File: config.mk
export PLATFORM = sky130hd
export DESIGN_NAME = core_mem_arbiter
export DESIGN_NICKNAME = d
export VERILOG_FILES = /design/src/rtl/core_mem_arbiter.sv
export SDC_FILE = /design/constraint.sdc
export NUM_CORES = 1
export LEC_CHECK = 0
export BUFFER_PORTS_ARGS = -buffer_cell sky130_fd_sc_hd__buf_2
export CAP_MARGIN = 30
export CORE_AREA = 2 2 133 135
export DETAILED_ROUTE_END_ITERATION = 10
export DIE_AREA = 0 0 135 137
export PLACE_DENSITY = 0.51
export REMOVE_ABC_BUFFERS = 1
export SKIP_CTS_REPAIR_TIMING = 1
export SLEW_MARGIN = 20
export SYNTH_ARGS = -nofsm -noshare
export SYNTH_HDL_FRONTEND = slang
export SYNTH_SLANG_ARGS = --single-unit
File: constraint.sdc
create_clock -name clk -period 3.1 [get_ports clk]
set_clock_uncertainty 0.1 [all_clocks]
set_input_delay 0.465 -clock clk [delete_from_list [all_inputs] [get_ports clk]]
set_output_delay 0.465 -clock clk [all_outputs]
set_load 0.005 [all_outputs]
File: src/rtl/core_mem_arbiter.sv
// core_mem_arbiter: grants the shared data-memory port to one of four cores per cycle,
// drives per-core stall stages and steers delayed read data back to the requesting core.
module core_mem_arbiter #(
  parameter int unsigned RD_LAT     = 3,
  parameter int unsigned STARVE_MAX = 4
) (
  input  logic        clk,
  input  logic        rst_n,
  input  logic [3:0]  awake,
  input  logic [3:0]  ld_req,
  input  logic [59:0] ld_addr,
  input  logic [3:0]  st_req,
  input  logic [59:0] st_addr,
  input  logic [63:0] st_data,
  output logic [11:0] stall_num,
  output logic [71:0] rdata,
  output logic        mem_ren,
  output logic [14:0] mem_raddr,
  output logic        mem_wen,
  output logic [14:0] mem_waddr,
  output logic [15:0] mem_wdata,
  input  logic [15:0] mem_rdata
);
  logic [3:0] w_l, w_s, w_req;
  logic       w_ld_cls, w_st_cls;
  logic [1:0] w_ptr, w_win;
  logic [1:0] r_st_ptr, r_ld_ptr;
  logic [2:0] r_starve;
  logic       r_vld [RD_LAT];
  logic [1:0] r_id  [RD_LAT];

  assign w_l      = ld_req & awake;
  assign w_s      = st_req & awake;
  // Stores normally win; loads take over once they have lost STARVE_MAX cycles in a row
  assign w_ld_cls = (|w_l) && (~|w_s || 32'(r_starve) >= STARVE_MAX);
  assign w_st_cls = (|w_s) && !w_ld_cls;
  assign w_req    = w_ld_cls ? w_l : w_s;
  assign w_ptr    = w_ld_cls ? r_ld_ptr : r_st_ptr;
  assign mem_ren  = rst_n & w_ld_cls;
  assign mem_wen  = rst_n & w_st_cls;

  always_comb begin
    w_win = w_ptr;
    for (int i = 3; i >= 0; i--)
      if (w_req[w_ptr + 2'(i)]) w_win = w_ptr + 2'(i);
  end

  always_comb begin
    mem_raddr = '0;
    mem_waddr = '0;
    mem_wdata = '0;
    stall_num = '0;
    rdata     = '0;
    for (int n = 0; n < 4; n++) begin
      if (w_win == 2'(n)) begin
        mem_raddr = ld_addr[15*n +: 15];
        mem_waddr = st_addr[15*n +: 15];
        mem_wdata = st_data[16*n +: 16];
      end
      if (rst_n && !((w_ld_cls || w_st_cls) && w_win == 2'(n)))
        stall_num[3*n +: 3] = w_s[n] ? 3'd6 : w_l[n] ? 3'd3 : 3'd0;
      if (rst_n && r_vld[RD_LAT-1] && r_id[RD_LAT-1] == 2'(n))
        rdata[18*n +: 18] = {2'b10, mem_rdata};
    end
  end

  always_ff @(posedge clk or negedge rst_n) begin
    if (!rst_n) begin
      r_st_ptr <= '0;
      r_ld_ptr <= '0;
      r_starve <= '0;
      for (int i = 0; i < int'(RD_LAT); i++) begin
        r_vld[i] <= 1'b0;
        r_id[i]  <= '0;
      end
    end else begin
      if (w_st_cls) r_st_ptr <= w_win + 2'd1;
      if (w_ld_cls) r_ld_ptr <= w_win + 2'd1;
      r_starve <= (w_ld_cls || ~|w_l) ? 3'd0 : (r_starve == 3'd7) ? r_starve : r_starve + 3'd1;
      r_vld[0] <= w_ld_cls;
      r_id[0]  <= w_win;
      for (int i = 1; i < int'(RD_LAT); i++) begin
        r_vld[i] <= r_vld[i-1];
        r_id[i]  <= r_id[i-1];
      end
    end
  end
endmodule

# Word-level counts from Yosys, hierarchy flattened
# Index checks and enable logic that the tools add are counted.
[op_classes]
n_addsub = 5
n_lt_le_gt_ge = 5
n_eq_ne = 8
mux = 44
bitwise_logic = 4
reduce_logical = 29
[op_table]
columns = ["cell", "n"]
rows = [
  ["$mux W15", 8],
  ["$mux W18", 4],
  ["$mux W16", 4],
  ["$mux W3", 10],
  ["$mux W2", 9],
  ["$logic_and A1 B1 Y1", 15],
  ["$lt A2 B3 Y1 const B", 4],
  ["$and A4 B4 Y4", 2],
  ["$bmux W1 S2", 4],
  ["$eq A2 B2 Y1 const B", 4],
  ["$reduce_or A4 Y1", 2],
  ["$logic_not A1 Y1", 7],
  ["$add A2 B1 Y2 const B", 2],
  ["$add A2 B2 Y2 const B", 2],
  ["$eq A2 B1 Y1 const B", 2],
  ["$logic_not A2 Y1", 2],
  ["$mux W1", 4],
  ["$mux W4", 1],
  ["$add A3 B1 Y3 const B", 1],
  ["$eq A3 B3 Y1 const B", 1],
  ["$ge A3 B3 Y1 const B", 1],
  ["$logic_or A1 B1 Y1", 3],
  ["$and A1 B1 Y1", 2],
  ["$ne A2 B2 Y1 const B", 1],
]
[word_totals]
ff_bits = 16
input_bits = 214
out_inout_bits = 132
word_cells = 104

# Longest topological paths before layout
[depth]
word_depth = 18
mapped_depth = 16
depth_no_buf = 13

# Worst setup path after synthesis
# No wires, ideal clock.
[synth_path]
kind = "input -> output"
from = "input awake[3]"
to = "output mem_waddr[0]"
arrival_time_ns = 2.862
required_time_ns = 2.535
setup_slack_ns = -0.327
cell_stages = 16
n_path_buf = 3
path_cell_list = "nand2_1 -> a41o_1 -> buf_6 -> and4_2 -> o21ai_2 -> o311ai_2 -> o211ai_1 -> ha_1 -> clkbuf_1 -> clkbuf_1 -> nand2_1 -> nor2_1 -> a21oi_1 -> nor2_1 -> a21oi_1 -> o21ai_0"
[synth_between]
elab_chain_len = 18
elab_cells_between_ends = 32
cone_classes = "add/sub: 3; eq/ne: 3; mux: 18; bitwise: 2; reduce/logical: 6"
[synth_lines]
columns = ["item", "line_no", "text"]
rows = [
  ["start, declared", "9", "input logic [3:0] awake,"],
  ["$and A4 B4 Y4", "33", "assign w_s = st_req & awake;"],
  ["$reduce_or A4 Y1", "35", "assign w_ld_cls = (|w_l) && (~|w_s || 32'(r_starve) >= STARVE_MAX);"],
  ["$logic_not A1 Y1", "35", ""],
  ["$logic_or A1 B1 Y1", "35", ""],
  ["$logic_and A1 B1 Y1", "35", ""],
  ["$mux W2", "38", "assign w_ptr = w_ld_cls ? r_ld_ptr : r_st_ptr;"],
  ["$add A2 B2 Y2", "45", "if (w_req[w_ptr + 2'(i)]) w_win = w_ptr + 2'(i);"],
  ["$bmux W1 S2", "45", ""],
  ["$mux W1 (implied by the code)", "45", ""],
  ["$mux W2 (3 in series)", "45", ""],
  ["$mux W2 (*)", "45", ""],
  ["$logic_not A2 Y1", "55", "if (w_win == 2'(n)) begin"],
  ["$mux W15 (3 in series)", "55", ""],
  ["$mux W15 (*)", "55", ""],
  ["end, declared", "20", "output logic [14:0] mem_waddr,"],
]
# Every way passes the cells marked *; elsewhere a longest branch is shown, timed or not. The select of a mux whose other input is x is not followed.

# Final worst setup path
[layout_path]
from = "input awake[3]"
to = "output mem_raddr[2]"
[layout_between]
elab_chain_len = 18
elab_cells_between_ends = 32
cone_classes = "add/sub: 3; eq/ne: 3; mux: 18; bitwise: 2; reduce/logical: 6"
[layout_lines]
columns = ["item", "line_no", "text"]
rows = [
  ["$and A4 B4 Y4", "33", ""],
  ["$reduce_or A4 Y1", "35", ""],
  ["$logic_not A1 Y1", "35", ""],
  ["$logic_or A1 B1 Y1", "35", ""],
  ["$logic_and A1 B1 Y1", "35", ""],
  ["$mux W2", "38", ""],
  ["$add A2 B2 Y2", "45", ""],
  ["$bmux W1 S2", "45", ""],
  ["$mux W1 (implied by the code)", "45", ""],
  ["$mux W2 (3 in series)", "45", ""],
  ["$mux W2 (*)", "45", ""],
  ["$logic_not A2 Y1", "55", ""],
  ["$mux W15 (3 in series)", "55", ""],
  ["$mux W15 (*)", "55", ""],
  ["end, declared", "18", "output logic [14:0] mem_raddr,"],
]
# Marks and branches as above.

==> flow_summary.json <==
{
  "grt_max_degree": 39,
  "drive_gt1_share_pct": 56.8,
  "worstPathArrival_ns": 3.05,
  "cp-end-kind": "output port",
  "seq_power_share_pct": 7.7,
  "drv_cap": 0,
  "core_um2": 17100,
  "grt_pass1_wl_mm": 22.2,
  "cts-root-buf": "clkbuf_16",
  "clock_path_buffers": 2,
  "diodes": 0,
  "area_delta_synth_final_pct": 110,
  "reg2reg_slack_ns": 0.74,
  "violations": "setup timing",
  "grtUsageTotal_pct": 14.8,
  "synth_area_um2": 3130,
  "drt_first_iter_violations": 223,
  "most-common-layout-cells": "buf_2, nor2_1, nand2_1, buf_4, a21oi_1",
  "power.leakage_nw": 3.54,
  "ir_worst_vdd_uv": 385,
  "via_count": 5174,
  "ys_types": 47,
  "drc": 0,
  "rows": 48,
  "p_sw_share_pct": 46.6,
  "yosysSeqAreaShare_pct": 12.8,
  "cp_common_cell": "buf_6",
  "synthArstFlopShare_pct": 100,
  "yosysWarningCount": 0,
  "cts_max_level": 1,
  "via_per_inst": 4.33,
  "status": "complete, but fails checks",
  "report.final.hold_viol_count": 0,
  "yosys_most_used_dff": "dfrtp_1",
  "rsz0062_at_grt": "yes",
  "design.die.area_um2": 18500,
  "cp_slowest_cell": "a22oi_1",
  "grt_pass1_vias": 4281,
  "crit_type": "primary input to output port",
  "insertion_delay_ns": 0.25,
  "max_stage_delay_ns": 0.25,
  "fillerInstances": 1877,
  "avgSynthCellArea_um2": 5.59,
  "cp_max_fo": 5,
  "cp.required_ns": 2.53,
  "grt_remaining_overflow": 0,
  "drtAntennaViolNets": 0,
  "crit_buf_inv": 8,
  "clock_sinks": 16,
  "postSynthCellCount": 559,
  "wl_per_cell_um": 13.9,
  "die_x_um": 135,
  "post-dp-hpwl_mm": 13.3,
  "final_common_cell": "buf_2",
  "synth_seq_cells": 16,
  "combinationalPowerShare_pct": 86.2,
  "fin_ws_ns": -0.512,
  "p_sw_mw": 2.17,
  "cp_top_family": "buffers and inverters",
  "power.internal_mw": 2.49,
  "clk_pin_slew_worst_paths_ns": 0.05,
  "fp.dieH_um": 137,
  "utilization_pct": 38.5,
  "drt-total-wl_mm": 16.6,
  "period_needed_ns": 3.61,
  "period_share_pct": 117,
  "p_clk_share_pct": 6.1,
  "pre_cts_slack_ns": -0.806,
  "hold_class": "primary input to async pin",
  "fmax_ghz": 0.277,
  "start_util_pct": 18.3,
  "drv_slew": 0,
  "cts_buffers": 3,
  "gp_congestion": 0.874,
  "cts_tree": "yes",
  "io_buffers": 341,
  "setup_violations": 56,
  "firstDrtPassIters": 4,
  "p_per_area_nw_per_um2": 709,
  "synth_edf_count": 0,
  "finalNetCount": 1191,
  "antenna_found_initial": 0,
  "ioPinCount": 346,
  "worst_setup_path_start_kind": "primary input",
  "crit_chain": "buf_8, nand2_4, buf_6, nand4_1, buf_6, buf_6, nand4_1, o41ai_2, a22oi_1, o211ai_1, buf_4, ha_4, buf_4, clkbuf_16, nand2_1, nor2_1, a21oi_1, nor2_1, a21oi_2, o21ai_1, buf_2"
}
## registers in the layout, indices dropped and copies added (netlist names)
signal and cells:
r_id 6, r_ld_ptr 2, r_st_ptr 2, r_starve 3
r_vld 3
## stage by stage
step / total power [mW] / std cells / area [um2] / hold WS, ns / setup TNS [ns]
2_1_floorplan: 1.92 / 516 / 2930 / 0.0694 / -80.16
3_3_place_gp: 3.68 / 1172 / 5730 / 0.233 / -32.25
3_5_place_dp: 3.68 / 1172 / 5730 / 0.235 / -35.76
4_1_cts: 3.98 / 1176 / 5820 / 0.00752 / -36.66
5_1_grt: 5.09 / 1195 / 6580 / 0.0233 / -30.33
6_report: 4.66 / 1195 / 6580 / 0.0152 / -22.45
## power by group through the flow
stage	Sequential, mW	Combinational, mW	Clock [mW]
3_3_place_gp	0.351	3.33	0
2_1_floorplan	0.333	1.58	0
6_report	0.361	4.02	0.283
4_1_cts	0.350	3.34	0.287
5_1_grt	0.370	4.43	0.294
3_5_place_dp	0.354	3.33	0
## synthesized netlist by cell type, types with 3 or more instances
cell	count	share of area [%]
nor2_1	109	13
buf_4	4	0.96
clkbuf_1	40	4.8
ha_1	6	2.4
a21oi_1	89	14
nand2_1	108	13
and2_1	65	13
o21ai_0	50	8.0
a22oi_1	5	1.2
nor3b_1	4	0.96
a211oi_1	3	0.72
inv_1	6	0.72
nand4_1	3	0.60
and4_2	3	0.96
nor3_1	4	0.64
dfrtp_1	16	13
nand3_1	8	1.3
## cell type report
type                            count  area, um2  share of cell area (%)
Inverter                            6       22.5                   0.343
Timing Repair Buffer              450       2810                    42.7
Clock buffer                        4       88.8                    1.35
Tap cell                          225        282                    4.28
Multi-Input combinational cell    494       2970                    45.2
Sequential cell                    16        402                    6.11
## worst paths after layout
kind                                           endpoint  depth (start not counted)               startpoint
worst max-delay path                       mem_raddr[2]                         21                 awake[3]
worst min-delay path            r_starve[0]$_DFFE_PN0P_                          1                    rst_n
worst max register to register  r_st_ptr[1]$_DFFE_PN0P_                          9  r_starve[2]$_DFFE_PN0P_
worst min register to register        r_id[2]$_DFF_PN0_                          0        r_id[4]$_DFF_PN0_
max in group asynchronous             r_id[4]$_DFF_PN0_                          2                    rst_n
min in group clk                      r_id[2]$_DFF_PN0_                          0        r_id[4]$_DFF_PN0_
## layer usage
layer	track usage, %	share of wire [%]
met1	20.6	45
met2	25.7	50
met3	1.30	4.6
met4	1.56	0.34
met5	0	0
## logic make-up (layout without fill, tap and decap cells)
kind of cell    Yosys count  count (layout)  share of synthesized area [%]
xor+xnor                  1               1                          0.280
buf+inv                  52             460                           7.21
simple gates            316             316                           46.3
flops                    16              16                           12.8
fa+ha+maj                 6               6                           2.40
compound gates          163             163                           29.5
other cells               1               4                          0.120
mux                       4               4                           1.36
Power figures use the tool's default switching activity.
